### src/rtl/crush_pkg.sv
// Shared constants and helpers for the sample crusher: LFSR definition and the
// bit-depth quantiser (mask-based floor toward -inf on two's complement samples).
package crush_pkg;

  localparam int MAX_DIV_W = 16;
  localparam int MAX_W     = 64;
  localparam int LFSR_W    = 16;
  localparam logic [LFSR_W-1:0] LFSR_SEED = 16'hACE1;
  // x^16+x^14+x^13+x^11+1 in right-shifting Galois form
  localparam logic [LFSR_W-1:0] LFSR_TAPS = 16'hB400;

  typedef logic [MAX_W-1:0] wide_t;

  // Ones in the retained MSBs; all ones when keep is 0 or covers the full width.
  function automatic wide_t crush_mask(input int unsigned width, input int unsigned keep);
    if (keep == 0 || keep >= width) return '1;
    return ~((MAX_W'(1) << (width - keep)) - MAX_W'(1));
  endfunction

  // Clearing low bits of a two's complement value floors toward -inf.
  function automatic wide_t quantise(input wide_t x, input int unsigned width,
                                     input int unsigned keep);
    return x & crush_mask(width, keep);
  endfunction

endpackage

### src/rtl/crush_lfsr.sv
// 16-bit Galois LFSR used as the dither source; steps once per advance pulse.
module crush_lfsr
  import crush_pkg::*;
(
  input  logic              clock,
  input  logic              reset,
  input  logic              advance,
  output logic [LFSR_W-1:0] state
);

  always_ff @(posedge clock or negedge reset) begin
    if (!reset)       state <= LFSR_SEED;
    else if (advance) state <= {1'b0, state[LFSR_W-1:1]} ^ (state[0] ? LFSR_TAPS : '0);
  end

endmodule

### src/rtl/sample_crusher.sv
// Multi-channel bit-crusher: runtime sample-and-hold rate reduction plus MSB truncation.
// Optional dither before truncation when CRUSH_DITHER_EN is defined.
module sample_crusher
  import crush_pkg::*;
#(
  parameter int CHANNELS = 2,
  parameter int WIDTH    = 32,
  parameter int DIV_W    = 8
) (
  input  logic                       clock,
  input  logic                       reset,
  input  logic                       in_valid,
  input  logic [CHANNELS*WIDTH-1:0]  in_data,
  input  logic                       enable,
  input  logic [DIV_W-1:0]           rate_div,
  input  logic [$clog2(WIDTH+1)-1:0] keep_bits,
  output logic                       out_valid,
  output logic [CHANNELS*WIDTH-1:0]  out_data
);

  typedef logic signed [WIDTH-1:0] sample_t;

  logic [DIV_W-1:0]                 cnt, div_eff;
  logic [CHANNELS-1:0][WIDTH-1:0]   hold, quant, samp;
  logic [WIDTH-1:0]                 mask;

  assign samp    = in_data;
  assign div_eff = (rate_div == '0) ? DIV_W'(1) : rate_div;
  assign mask    = WIDTH'(crush_mask(WIDTH, int'(keep_bits)));

`ifdef CRUSH_DITHER_EN
  logic [LFSR_W-1:0] lfsr;

  crush_lfsr u_lfsr (
    .clock   (clock),
    .reset   (reset),
    .advance (in_valid),
    .state   (lfsr)
  );
`endif

  for (genvar c = 0; c < CHANNELS; c++) begin : g_ch
    sample_t dsamp;
`ifdef CRUSH_DITHER_EN
    localparam int ROT = c % LFSR_W;
    logic [2*LFSR_W-1:0] rot2;
    sample_t             dith, sum;
    assign rot2 = {lfsr, lfsr} >> ROT;
    // ~mask is zero whenever truncation is off, so dither vanishes with it
    assign dith = WIDTH'(rot2[LFSR_W-1:0]) & ~mask;
    assign sum  = samp[c] + dith;
    assign dsamp = (!samp[c][WIDTH-1] && sum[WIDTH-1]) ? {1'b0, {(WIDTH-1){1'b1}}} : sum;
`else
    assign dsamp = samp[c];
`endif
    assign quant[c] = WIDTH'(quantise(MAX_W'(dsamp), WIDTH, int'(keep_bits)));
  end

  always_ff @(posedge clock or negedge reset) begin
    if (!reset) begin
      out_valid <= 1'b0;
      out_data  <= '0;
      hold      <= '0;
      cnt       <= '0;
    end else begin
      out_valid <= in_valid;
      if (in_valid) begin
        if (!enable) begin
          out_data <= in_data;
          cnt      <= '0;
        end else begin
          if (cnt == '0) begin
            hold     <= quant;
            out_data <= quant;
          end else begin
            out_data <= hold;
          end
          // >= so a lowered rate_div wraps immediately instead of running to 2**DIV_W
          cnt <= (cnt >= div_eff - DIV_W'(1)) ? '0 : cnt + DIV_W'(1);
        end
      end
    end
  end

endmodule
### config.mk
export PLATFORM = sky130hd
export DESIGN_NAME = sample_crusher
export DESIGN_NICKNAME = d
export VERILOG_FILES = /design/src/rtl/crush_pkg.sv /design/src/rtl/crush_lfsr.sv /design/src/rtl/sample_crusher.sv
export SDC_FILE = /design/constraint.sdc
export NUM_CORES = 1
export LEC_CHECK = 0
export BUFFER_PORTS_ARGS = -buffer_cell sky130_fd_sc_hd__clkbuf_2
export CAP_MARGIN = 5
export CELL_PAD_IN_SITES_DETAIL_PLACEMENT = 1
export CELL_PAD_IN_SITES_GLOBAL_PLACEMENT = 1
export CORE_UTILIZATION = 30
export DETAILED_ROUTE_END_ITERATION = 12
export GPL_TIMING_DRIVEN = 1
export PLACE_DENSITY_LB_ADDON = 0.2
export SLEW_MARGIN = 20
export SYNTH_ARGS = -nofsm -noshare
export SYNTH_HDL_FRONTEND = slang
export SYNTH_HIERARCHICAL = 1
export SYNTH_SLANG_ARGS = --single-unit
### constraint.sdc
create_clock -name clock -period 3.6 [get_ports clock]
set_clock_uncertainty 0.15 [all_clocks]
set_input_delay 0.36 -clock clock [delete_from_list [all_inputs] [get_ports clock]]
set_output_delay 0.36 -clock clock [all_outputs]
set_load 0.02 [all_outputs]
# Word level (Yosys, flattened, before mapping)
# Cells that the tools add are included.
dict set report op_classes {
  shift 1
  n_mux 8
  reduce_logical 5
  add_sub_neg 4
  magnitude_cmp 2
  bitwise 3
}
# operator count
set ops {}
lappend ops {{64-bit two-way mux} 2}
lappend ops {{32-bit AND} 2}
lappend ops {{32-bit two-way mux} 2}
lappend ops {{32-bit NOT} 1}
lappend ops {{1-bit by 32-bit << shifter with 32-bit output, first input constant} 1}
lappend ops {{32-bit by 2-bit subtractor with 32-bit output, second input constant} 1}
lappend ops {{8-bit two-way mux} 3}
lappend ops {{8-bit logical NOT} 2}
lappend ops {{8-bit by 1-bit adder with 8-bit output, second input constant} 1}
lappend ops {{8-bit greater-or-equal comparator} 1}
lappend ops {{8-bit by 1-bit subtractor with 8-bit output, second input constant} 1}
lappend ops {{6-bit by 6-bit subtractor with 7-bit output, first input constant} 1}
lappend ops {{6-bit greater-or-equal comparator, second input constant} 1}
lappend ops {{6-bit logical NOT} 1}
lappend ops {{2-bit AND reduction} 1}
lappend ops {{1-bit logical OR} 1}
lappend ops {{1-bit two-way mux} 1}
dict set report totals {
  inputBits 82
  word_cells 28
  regBits 137
  output_inout_bits 65
}

# Logic depth before layout (Yosys ltp)
dict set report depth {
  depth_word 8
  mapped_depth 15
  depth_no_buf 14
}

# Least setup slack after synthesis
# Ideal clock, no wire load.
dict set report synth_path {
  path_kind {input to register}
  startpoint {input port keep_bits[0]}
  endpoint {register out_data[2]}
  setup_slack_ns -0.124
  path_stages 13
  setup_time_ns 0.123
  required_ns 3.327
  t_arrival_ns 3.452
  path_buffers 2
  path_cell_list {clkbuf_1 > inv_1 > ha_1 > buf_4 > or4b_1 > a2111oi_0 > nand3_1 > ha_1 > or4_1 > a21oi_2 > o21ai_1 > a221oi_2 > nor2_1}
}
dict set report synth_via {
  elab_chain_cells 8
  word_cells_on_any_way 12
  classes_between {add/sub: 2; order compare: 1; shift: 1; mux: 4; bitwise: 2; reduce/logical: 2}
}
# item line_no
set synth_rtl {}
lappend synth_rtl {{start, declared} sample_crusher.sv:16} ;# input logic [$clog2(WIDTH+1)-1:0] keep_bits,
lappend synth_rtl {{6-bit by 6-bit subtractor with 7-bit output} crush_pkg.sv:17} ;# return ~((MAX_W'(1) << (width - keep)) - MAX_W'(1));
lappend synth_rtl {{1-bit by 32-bit << shifter with 32-bit output} crush_pkg.sv:17}
lappend synth_rtl {{32-bit by 2-bit subtractor with 32-bit output} crush_pkg.sv:17}
lappend synth_rtl {{32-bit NOT} crush_pkg.sv:17}
lappend synth_rtl {{32-bit two-way mux *} crush_pkg.sv:17}
lappend synth_rtl {{32-bit AND *} crush_pkg.sv:23} ;# return x & crush_mask(width, keep);
lappend synth_rtl {{64-bit two-way mux *} sample_crusher.sv:72} ;# if (cnt == '0) begin
lappend synth_rtl {{64-bit two-way mux *} sample_crusher.sv:68} ;# if (!enable) begin
lappend synth_rtl {{end signal, assigned} sample_crusher.sv:69} ;# out_data <= in_data;
lappend synth_rtl {{end signal, assigned} sample_crusher.sv:74} ;# out_data <= quant;
lappend synth_rtl {{end signal, assigned} sample_crusher.sv:76} ;# out_data <= hold;
lappend synth_rtl {{end, declared} sample_crusher.sv:18} ;# output logic [CHANNELS*WIDTH-1:0] out_data
# Every way passes the cells marked *; elsewhere a longest branch is shown, timed or not.
# A chain may end at the register's enable or synchronous reset.

# Worst setup path after layout
dict set report layout_path {
  startpoint {input port keep_bits[0]}
  endpoint {register out_data[34]}
}
# Same word-level chain as after synthesis.

==> out/metrics.yaml <==
fin_crit_ps: 3120
hpwl_um: 20100
syn_area_per_cell_sq_um: 8.36
synth_nets: 1019
die_h_um: 162
tns_ps: 0
post_synth_instance_area_sq_um: 7720
fin_nets: 1183
cp.arrival_ps: 3280
grt_max_degree: 94
clock_latency_ps: 430
fp.dieArea_sq_um: 26400
overflow: 0
crit_path_end_kind: "register"
detail-route-antenna-nets: 0
hp-class: "in2reg"
cp_max_fo: 2
timing.hold.ws_ps: 16.2
ys_warn_count: 6
worstSetupPathType: "in2reg"
synthCells: 924
multi_input_area_sq_um: 4010
finalHoldViolations: 0
outcome: "finished clean"
vdd.ir_drop.worst_mv: 0.309
rsz0062_at_grt: "no"
slew_headroom: 0.342
fill_cells: 3049
async_reset_ff_frac: 1.00
yosys.area.top_type_share: 0.444
crit_required_ps: 3760
maxCapViolations: 0
design_area_sq_um: 9730
ys_ff_latch: 137
numCtsBuffers: 17
synth_cell_type_count: 69
core_region_area_sq_um: 25200
p_per_area_nw_per_um2: 556
cts-hold-fix-buffers: 3
synth_largest_area_cell: "dfrtp_1"
drv_slew: 0
design_power_total_w: 0.00541
routed-via-count: 7573
wl_um: 27800
die_x_um: 162
area_growth_pct: 26.1
rows: 58
wl_per_cell_um: 19.4
drtIter0Drc: 451
instances_no_fill: 1432
max_freq_mhz: 320
ios: 147
p_leak_nw: 4.53
drive_gt1_frac: 0.233
start_kind: "primary input"
initial_core_util: 0.307
io_buffers: 146
period_share: 0.868
firstDrtPassIters: 5
clk_pin_slew_worst_paths_ps: 70
first_global_vias: 7758
gp_congestion: 0.916
tightest_slew_ps: 988
synth-seq-area-share: 0.444
viasPerCell: 5.29
cts_post_setup_buffers_inserted: 0
grt_first_pass_wirelength_um: 44500
cts-root-buf: "clkbuf_16"
setup_viol: 0
antenna_found_initial: 1
synth-edff-count: 0
cts-htree-levels: 4
ys.flop_type: "dfrtp_1"
synth_area_leaders: "dfrtp_1 (44%), nand2_1 (8.8%), nor2_1 (4.5%), o21ai_0 (4.5%), a21oi_1 (3.4%)"
cts_resized: 0
drc: 0
seq_area_sq_um: 3430
final_common_cell: "nand2_1"
cts_tree: "yes"
dpl_cell_area_sq_um: 9090
grt.total_usage: 0.218
layout_common_cells: "nand2_1 (181), clkbuf_2 (144), dfrtp_1 (137)"
cts.sinks: 137
cts_max_path_buffers: 2
dpl.cell_count: 1396
## synthesized netlist by cell type (6+ instances only)
| cell type | number |
|---|---|
| a21oi_1 | 53 |
| nand2_1 | 182 |
| nor3_1 | 14 |
| o21ai_1 | 10 |
| xnor2_1 | 8 |
| nand3_1 | 49 |
| inv_1 | 19 |
| o31ai_1 | 9 |
| nand2b_1 | 8 |
| mux2i_1 | 17 |
| o211ai_1 | 7 |
| clkbuf_1 | 47 |
| nor2_1 | 93 |
| a221oi_1 | 22 |
| a22o_1 | 6 |
| dfrtp_1 | 137 |
| a21o_1 | 9 |
| ha_1 | 13 |
| a31oi_1 | 25 |
| o21ai_0 | 69 |
| a22oi_1 | 7 |
| and3_1 | 16 |
## sequential cells by signal (all words and copies together), names as in the netlist
signal / flops
hold: 64
out_data: 64
cnt: 8
out_valid: 1
## report_power, final
part           switching [W]  total, W  internal [W]
Sequential          0.000204   0.00212       0.00191
Clock               0.000732   0.00185       0.00112
Combinational       0.000936   0.00145      0.000512
## layout make-up
| class | instances | share of cell area |
|---|---|---|
| inverter | 21 | 0.00810 |
| multi-input combinational | 708 | 0.412 |
| tap | 330 | 0.0424 |
| clock inverter | 13 | 0.0174 |
| timing repair buffer | 203 | 0.122 |
| antenna | 1 | 0.000257 |
| clock buffer | 19 | 0.0455 |
| sequential | 137 | 0.352 |
## critical path, cell delays in order
cell	delay, ps
clkbuf_2	90
inv_1	70
ha_1	160
or4b_4	470
a2111oi_2	480
nand3_1	170
ha_1	230
or4_1	540
a21oi_2	230
o21ai_1	140
a221oi_2	270
nor2_1	60
## per-stage QoR
stage	util	setup WS, ps
after CTS	0.386	465
after detailed placement	0.361	12.7
final	0.387	476
after floorplan	-	8.32
after global placement	0.361	190
after global routing	0.387	252
## kinds of logic (layout without fill, tap and decap cells)
group | Yosys count | in the layout | share of synthesized area
compound gates | 270 | 270 | 0.231
other cells | 0 | 1 | 0
buf+inv | 79 | 256 | 0.0400
fa+ha+maj | 14 | 14 | 0.0224
mux | 18 | 18 | 0.0240
flops | 137 | 137 | 0.444
xor+xnor | 13 | 13 | 0.0147
simple gates | 393 | 393 | 0.224
## layer usage
metal  GRT usage  wire length (um)  up-vias
met1       0.303             13400     3729
met4      0.0669               449        0
met3      0.0372              1080       24
met2       0.343             12900      182
li1            -                 -     3638
met5           0                 0        -
## path summary, 6_finish.rpt
path,start,endpoint,slack (ps),depth (start not counted)
setup / recovery,keep_bits[0],out_data[34],480,12
hold / removal,in_data[47],hold[47],20,3
setup reg to reg,cnt[0],out_data[30],790,9
hold reg to reg,hold[53],hold[53],320,2
max in group asynchronous,reset,hold[52],2050,3
min in group asynchronous,reset,cnt[2],370,2
Note: power is estimated with default switching activity, not from simulation.
